===== src/rtl/sram_port_arbiter.sv =====
`default_nettype none
// ============================================================================
// Module   : sram_port_arbiter
// Purpose  : Shares one single-port synchronous SRAM between two requesters.
//            Port A is typically video/sprite scan and port B the CPU.
//            Arbitration is done per cycle. All SRAM controls are registered.
//            Read data is returned with a per-port valid strobe that lines
//            up with the SRAM Q output.
// Revision : 1.0 - initial release
// ----------------------------------------------------------------------------
// Configuration macro:
//   ARB_FIXED_PRIO_EN  defined   -> port A always wins a simultaneous request
//                                   (no round-robin pointer exists)
//                      undefined -> round-robin between A and B (default)
// ----------------------------------------------------------------------------
// Ports:
//   clk        in   1           system clock, shared with the SRAM
//   reset_n    in   1           asynchronous reset, active low
//   a_req      in   1           port A request, held stable until a_ack
//   a_we       in   1           port A 1 = write, 0 = read
//   a_addr     in   ADDR_WIDTH  port A address
//   a_wdata    in   DATA_WIDTH  port A write data
//   a_ack      out  1           port A request accepted at the coming edge
//   a_rvalid   out  1           a_rdata holds a port A read result
//   a_rdata    out  DATA_WIDTH  read data (wired to sram_q)
//   b_*                         identical set for port B
//   sram_addr  out  ADDR_WIDTH  registered SRAM address
//   sram_data  out  DATA_WIDTH  registered SRAM write data
//   sram_cen   out  1           registered chip enable, active low
//   sram_oen   out  1           registered output enable, active low
//   sram_wen   out  1           registered write enable, active low
//   sram_q     in   DATA_WIDTH  SRAM read data
// ============================================================================
module sram_port_arbiter #(
  parameter int DATA_WIDTH = 8,
  parameter int ADDR_WIDTH = 10
) (
  input  logic                  clk,
  input  logic                  reset_n,
  // port A
  input  logic                  a_req,
  input  logic                  a_we,
  input  logic [ADDR_WIDTH-1:0] a_addr,
  input  logic [DATA_WIDTH-1:0] a_wdata,
  output logic                  a_ack,
  output logic                  a_rvalid,
  output logic [DATA_WIDTH-1:0] a_rdata,
  // port B
  input  logic                  b_req,
  input  logic                  b_we,
  input  logic [ADDR_WIDTH-1:0] b_addr,
  input  logic [DATA_WIDTH-1:0] b_wdata,
  output logic                  b_ack,
  output logic                  b_rvalid,
  output logic [DATA_WIDTH-1:0] b_rdata,
  // SRAM pins
  output logic [ADDR_WIDTH-1:0] sram_addr,
  output logic [DATA_WIDTH-1:0] sram_data,
  output logic                  sram_cen,
  output logic                  sram_oen,
  output logic                  sram_wen,
  input  logic [DATA_WIDTH-1:0] sram_q
);

  // Port identifiers carried in the read-return pipeline.
  localparam logic PORT_A = 1'b0;
  localparam logic PORT_B = 1'b1;

  // --------------------------------------------------------------------------
  // Arbitration
  // --------------------------------------------------------------------------
  logic grant_a;
  logic grant_b;

`ifdef ARB_FIXED_PRIO_EN
  // A strictly outranks B; B only gets the SRAM when A is not asking.
  always_comb begin
    grant_a = a_req;
    grant_b = b_req & ~a_req;
  end
`else
  // prefer_b_q set means A was granted last, so B wins the next tie.
  // It only moves on an accepted transfer, so a requester that withdraws
  // before being acked leaves fairness untouched.
  logic prefer_b_q;
  logic prefer_b_d;

  always_comb begin
    grant_a    = a_req & (~b_req | ~prefer_b_q);
    grant_b    = b_req & ~grant_a;
    prefer_b_d = prefer_b_q;
    if (grant_a) begin
      prefer_b_d = 1'b1;
    end else if (grant_b) begin
      prefer_b_d = 1'b0;
    end
  end

  always_ff @(posedge clk or negedge reset_n) begin
    if (!reset_n) begin
      prefer_b_q <= 1'b0;
    end else begin
      prefer_b_q <= prefer_b_d;
    end
  end
`endif

  assign a_ack = grant_a;
  assign b_ack = grant_b;

  // --------------------------------------------------------------------------
  // Selected transfer
  // --------------------------------------------------------------------------
  logic                  xfer;
  logic                  xfer_we;
  logic [ADDR_WIDTH-1:0] xfer_addr;
  logic [DATA_WIDTH-1:0] xfer_wdata;
  logic                  xfer_port;

  always_comb begin
    xfer       = grant_a | grant_b;
    xfer_port  = grant_b ? PORT_B : PORT_A;
    xfer_we    = grant_b ? b_we    : a_we;
    xfer_addr  = grant_b ? b_addr  : a_addr;
    xfer_wdata = grant_b ? b_wdata : a_wdata;
  end

  // --------------------------------------------------------------------------
  // SRAM control registers
  // --------------------------------------------------------------------------
  logic [ADDR_WIDTH-1:0] sram_addr_q, sram_addr_d;
  logic [DATA_WIDTH-1:0] sram_data_q, sram_data_d;
  logic                  sram_cen_q,  sram_cen_d;
  logic                  sram_oen_q,  sram_oen_d;
  logic                  sram_wen_q,  sram_wen_d;

  always_comb begin
    // Address and data only change on a transfer so the pins stay quiet
    // during idle cycles.
    sram_addr_d = sram_addr_q;
    sram_data_d = sram_data_q;
    if (xfer) begin
      sram_addr_d = xfer_addr;
      sram_data_d = xfer_wdata;
    end
    sram_cen_d = ~xfer;
    sram_oen_d = ~(xfer & ~xfer_we);
    sram_wen_d = ~(xfer &  xfer_we);
  end

  always_ff @(posedge clk or negedge reset_n) begin
    if (!reset_n) begin
      sram_addr_q <= '0;
      sram_data_q <= '0;
      sram_cen_q  <= 1'b1;
      sram_oen_q  <= 1'b1;
      sram_wen_q  <= 1'b1;
    end else begin
      sram_addr_q <= sram_addr_d;
      sram_data_q <= sram_data_d;
      sram_cen_q  <= sram_cen_d;
      sram_oen_q  <= sram_oen_d;
      sram_wen_q  <= sram_wen_d;
    end
  end

  assign sram_addr = sram_addr_q;
  assign sram_data = sram_data_q;
  assign sram_cen  = sram_cen_q;
  assign sram_oen  = sram_oen_q;
  assign sram_wen  = sram_wen_q;

  // --------------------------------------------------------------------------
  // Read-return pipeline
  // Stage 1 covers the cycle the SRAM controls are on the pins; stage 2
  // covers the cycle after the SRAM sampled them, when Q is valid. Writes
  // enter as invalid so they never raise rvalid.
  // --------------------------------------------------------------------------
  logic rd_vld_s1_q,  rd_vld_s1_d;
  logic rd_port_s1_q, rd_port_s1_d;
  logic rd_vld_s2_q,  rd_vld_s2_d;
  logic rd_port_s2_q, rd_port_s2_d;

  always_comb begin
    rd_vld_s1_d  = xfer & ~xfer_we;
    rd_port_s1_d = xfer_port;
    rd_vld_s2_d  = rd_vld_s1_q;
    rd_port_s2_d = rd_port_s1_q;
  end

  always_ff @(posedge clk or negedge reset_n) begin
    if (!reset_n) begin
      rd_vld_s1_q  <= 1'b0;
      rd_port_s1_q <= PORT_A;
      rd_vld_s2_q  <= 1'b0;
      rd_port_s2_q <= PORT_A;
    end else begin
      rd_vld_s1_q  <= rd_vld_s1_d;
      rd_port_s1_q <= rd_port_s1_d;
      rd_vld_s2_q  <= rd_vld_s2_d;
      rd_port_s2_q <= rd_port_s2_d;
    end
  end

  assign a_rvalid = rd_vld_s2_q & (rd_port_s2_q == PORT_A);
  assign b_rvalid = rd_vld_s2_q & (rd_port_s2_q == PORT_B);

  // Both ports see Q directly; rvalid is the only qualifier.
  assign a_rdata = sram_q;
  assign b_rdata = sram_q;

endmodule
`default_nettype wire


===== config.mk =====
export PLATFORM = sky130hd
export DESIGN_NAME = sram_port_arbiter
export DESIGN_NICKNAME = d
export VERILOG_FILES = /design/src/rtl/sram_port_arbiter.sv
export SDC_FILE = /design/constraint.sdc
export NUM_CORES = 1
export LEC_CHECK = 0
export BUFFER_PORTS_ARGS = -buffer_cell sky130_fd_sc_hd__clkbuf_2
export CAP_MARGIN = 5
export CORE_MARGIN = 4
export CORE_UTILIZATION = 42
export CTS_BUF_LIST = sky130_fd_sc_hd__clkbuf_2
export DETAILED_ROUTE_END_ITERATION = 7
export PLACE_DENSITY = 0.88
export SYNTH_ARGS = -nofsm -noshare
export SYNTH_HDL_FRONTEND = slang
export SYNTH_SLANG_ARGS = --single-unit

===== constraint.sdc =====
create_clock -name clk -period 1.5 [get_ports clk]
set_clock_uncertainty 0.1 [all_clocks]
set_input_delay 0.3 -clock clk [delete_from_list [all_inputs] [get_ports clk]]
set_output_delay 0.3 -clock clk [all_outputs]
set_load 0.02 [all_outputs]

Yosys cells after proc, flatten, opt, wreduce, memory -nomap -nowiden
Index checks and enable logic that the tools add are counted.
Widths: inputs -> output; s select.
{"block": "totals", "latch_bits": 0, "memories": 0, "romBits": 0, "ff_bits": 26, "input_bits": 50, "ram_bits": 0, "elab_cells": 33}
{"block": "classes", "n_addsub": 0, "eq_ne": 0, "multipliers": 0, "div_mod_pow": 0, "bitwise": 16, "reduce_logical": 1, "order_cmp": 0, "shifts": 0, "muxes": 6}
{"operator": "$mux 10", "n": 1}
{"operator": "$mux 8", "n": 1}
{"operator": "$not 1->1", "n": 8}
{"operator": "$and 1x1->1", "n": 6}
{"operator": "$mux 1", "n": 4}
{"operator": "$or 1x1->1", "n": 2}
{"operator": "$reduce_bool 2->1", "n": 1}

Logic depth before layout (Yosys ltp)
{"block": "logic_depth", "ltp_word": 9, "depth_mapped": 5, "ltp_nobuf": 4}

Worst setup path before layout
Ideal clock, no wire load.
{"block": "synth_timing", "path_type": "flip-flop to output port", "start": "register prefer_b_q", "end": "output b_ack", "n_path_buf": 1, "setup_slack_ns": 0.282, "t_arrival_ns": 0.818, "stages_incl_launch_ff": 5, "required_time_ns": 1.100, "path_cell_list": "dfrtp_1 -> nand2b_1 -> buf_2 -> nand2_2 -> inv_2"}
{"block": "synth_via", "elab_chain_cells": 5}
{"item": "from (decl)", "line_no": "85", "text": "logic prefer_b_q;"}
{"item": "from (signal assigned)", "line_no": "103", "text": "prefer_b_q <= prefer_b_d;"}
{"item": "$not 1->1", "line_no": "89", "text": "grant_a = a_req & (~b_req | ~prefer_b_q);"}
{"item": "$or 1x1->1", "line_no": "89"}
{"item": "$and 1x1->1", "line_no": "89"}
{"item": "$not 1->1", "line_no": "90", "text": "grant_b = b_req & ~grant_a;"}
{"item": "$and 1x1->1", "line_no": "90"}
{"item": "to (decl)", "line_no": "53", "text": "output logic b_ack,"}
No other way between the ends.

Final worst setup path
Same ends and word-level chain as after synthesis.

==> run summary <==
Status - finished with violations
Failing checks - setup timing
Worst-Margin Slew - 0.620 ns
CP Launch Type - flop
Max_cap viols - 0
Worst path slowest cell - dfrtp_1
Slew HR - 0.587
Antenna violations before repair - 0
CTS H-tree lvls - 1
Latest clock arrival within the worst-skew pair - 0.34 ns
Final ANT Viol Nets - 0
Row count - 21
Final setup vio count - 2
Maximum vdd drop - 0.362 mV
Internal power - 1.16 mW
Drt first pass iters - 4
Seq cells post-synth - 26
All-layer global routing usage - 0.155
Post-synth net total - 190
Gate power share - 0.367
Mapped Avg Cell Area - 10.7 sq um
Synth-to-Final Area Change - 30.2%
Synth Warn # - 0
Total wire length - 3600 microns
Tmin final - 1.61 ns
Critical Path Max Stage Delay - 0.46 ns
Total grt overflow - 0
Initial Util - 0.442
Layout Nets - 249
Delay-heaviest family, CP - flip-flops
Synth cell types - 23
Clk pin slew, worst setup/hold paths - 0.24 ns
Kind of critical path - flop to primary output
Top-area cell type share of the netlist area - 0.384
Final hold violations - 0
Maximum number of pins on one net before global-route repair - 39
Final period utilization - 1.07
HPWL after detailed placement - 2370 microns
CTS tree - built
Final Max Tran Viols - 0
Leading area contributor after synthesis - dfrtp_1
Power per Cell Area - 899 nW/um^2
Synth area leaders - dfrtp_1 (38%), mux2i_1 (12%), and3b_1 (11%)
Critical Path AT - 1.21 ns
RSZ-0062 raised after global routing - true
Clk pwr share - 0.153
Core footprint - 3390 sq um
CTS root buf - clkbuf_2
Worst-case clock buffer depth - 2
First-pass GRT wire length - 5290 microns
Io pins - 91
Routed vias - 1244
Sw Share - 0.337
Worst setup margin - -0.108 ns
Placed Cells - 230
Crit. End Element - primary output
GP Congestion - 0.660
Sequential area share after synthesis - 0.437
PortBufs - 66
CP required - 1.10 ns
Cell Area, Synth - 1500 sq um
Total chip power - 1.75 mW
Sequential Power Share - 0.480
Ratio of cells with drive above 1 in the final layout - 0.480
Critical Path, Cell by Cell - nand2b_4 -> nand2_4 -> inv_4 -> buf_8
Worst Hold Class - input port to flop
Net Sw Power - 0.590 mW
DRC viols - 0
CP Max Fanout - 3
Syn Inst Count - 140
Vias/cell - 5.10
Clock sink count - 26
CTS buffer count - 3
Fillcell total - 302
DIE HEIGHT - 67.7 microns
Die W - 67.7 microns
N_diodes - 0
Worst hold margin - 0.0695 ns
CP bufs+invs - 2
Vias in the first global route - 1201
Die area - 4590 sq um
Fmax - 622 MHz
Leakage power - 1.04 nW
WL/cell - 14.8 microns
DR iter-0 viols - 31
Final Non-Filler Cells - 244
==> area by class of cell <==
| cell class | count | area, sq um | share of cell area |
|---|---|---|---|
| multi-input combinational | 83 | 654 | 0.335 |
| clock buffer | 4 | 20.0 | 0.0103 |
| inverter | 3 | 16.3 | 0.00833 |
| tap | 46 | 57.6 | 0.0295 |
| timing repair buffer | 82 | 549 | 0.281 |
| sequential | 26 | 654 | 0.335 |
==> state kept, by name (all words and copies together), names as in the netlist <==
signal	count
sram_oen	1
prefer_b_q	1
rd_port_s2_q	1
rd_port_s1_q	1
sram_addr	10
rd_vld_s2_q	1
rd_vld_s1_q	1
sram_cen	1
sram_data	8
sram_wen	1
==> layer usage <==
layer / up-vias / track usage / share of wire
met2: 36 / 0.277 / 0.51
li1: 606 / - / -
met3: 2 / 0.0316 / 0.058
met1: 600 / 0.182 / 0.42
met5: - / 0 / 0
met4: 0 / 0.0532 / 0.0050
==> synthesized netlist by cell type <==
cell type and instances:
a22oi_2 1, a31oi_1 18, and2_1 1, and3b_1 18
buf_12 2, buf_2 6, buf_4 17, buf_6 1
clkbuf_1 2, dfrtp_1 23, dfstp_2 3, inv_1 1
inv_2 2, mux2i_1 18, nand2_1 1, nand2_2 1
nand2_4 1, nand2b_1 1, nor2_1 1, nor2b_1 1
o21ai_1 19, o22a_1 1, o22ai_1 1
==> logic make-up after synthesis <==
logic type             after synthesis  synth area share
AND/OR/NAND/NOR                     25             0.134
multiplexers                        18             0.120
buffers and inverters               31             0.152
flip-flops                          26             0.437
AO/OA/AOI/OAI                       40             0.157
==> tightest hold or removal path, stage by stage <==
cell      delay, ns
clkbuf_2       0.07
a31oi_1        0.07
o21ai_1        0.06
==> cells in the final DEF, fill, tap and decap left out, drive strengths merged <==
cell,n
a22oi,1
a31oi,18
and2,1
and3b,18
buf,19
clkbuf,64
dfrtp,23
dfstp,3
dlygate4sd3,3
inv,3
mux2i,18
nand2,3
nand2b,1
nor2,1
nor2b,1
o21ai,19
o22a,1
o22ai,1
==> power by group through the flow <==
stage	registers, mW	clock network [mW]	logic (mW)
after floorplan	0.940	0	0.311
after global placement	0.848	0	0.530
after detailed placement	0.849	0	0.543
after CTS	0.839	0.279	0.595
after global routing	0.853	0.316	0.696
final	0.841	0.269	0.644
==> metrics by stage <==
| step | setup TNS, ns | worst slack [ns] | area (sq um) | util |
|---|---|---|---|---|
| 5_1_grt | -0.542 | -0.219 | 1950 | 0.576 |
| 3_3_place_gp | 0 | 0.0586 | 1730 | 0.510 |
| 4_1_cts | -0.271 | -0.138 | 1850 | 0.546 |
| 6_report | -0.216 | -0.108 | 1950 | 0.576 |
| 3_5_place_dp | 0 | 0.0382 | 1730 | 0.510 |
| 2_1_floorplan | 0 | 0.282 | 1500 | - |
==> what timing repair did <==
item / CTS / global route
buffers inserted: 3 / 3
gates resized for setup: 11 / 23
cloned: 1 / 1
pin swaps: 2 / 1
hold buffers: 3 / 0
hold endpoints to repair: 24 / 0
setup endpoints to repair: 2 / 10
==> path summary, 6_finish.rpt <==
kind	from	endpoint	slack (ns)	depth (start not counted)
setup / recovery	prefer_b_q	b_ack	-0.11	4
setup reg to reg	prefer_b_q	sram_data[0]	0.10	5
hold reg to reg	rd_vld_s1_q	rd_vld_s2_q	0.27	0
min in group asynchronous	reset_n	sram_addr[2]	0.35	2
max in group asynchronous	reset_n	sram_data[2]	0.53	2
hold / removal	b_addr[1]	sram_addr[1]	0.07	3
(Power assumes the default switching activity.)
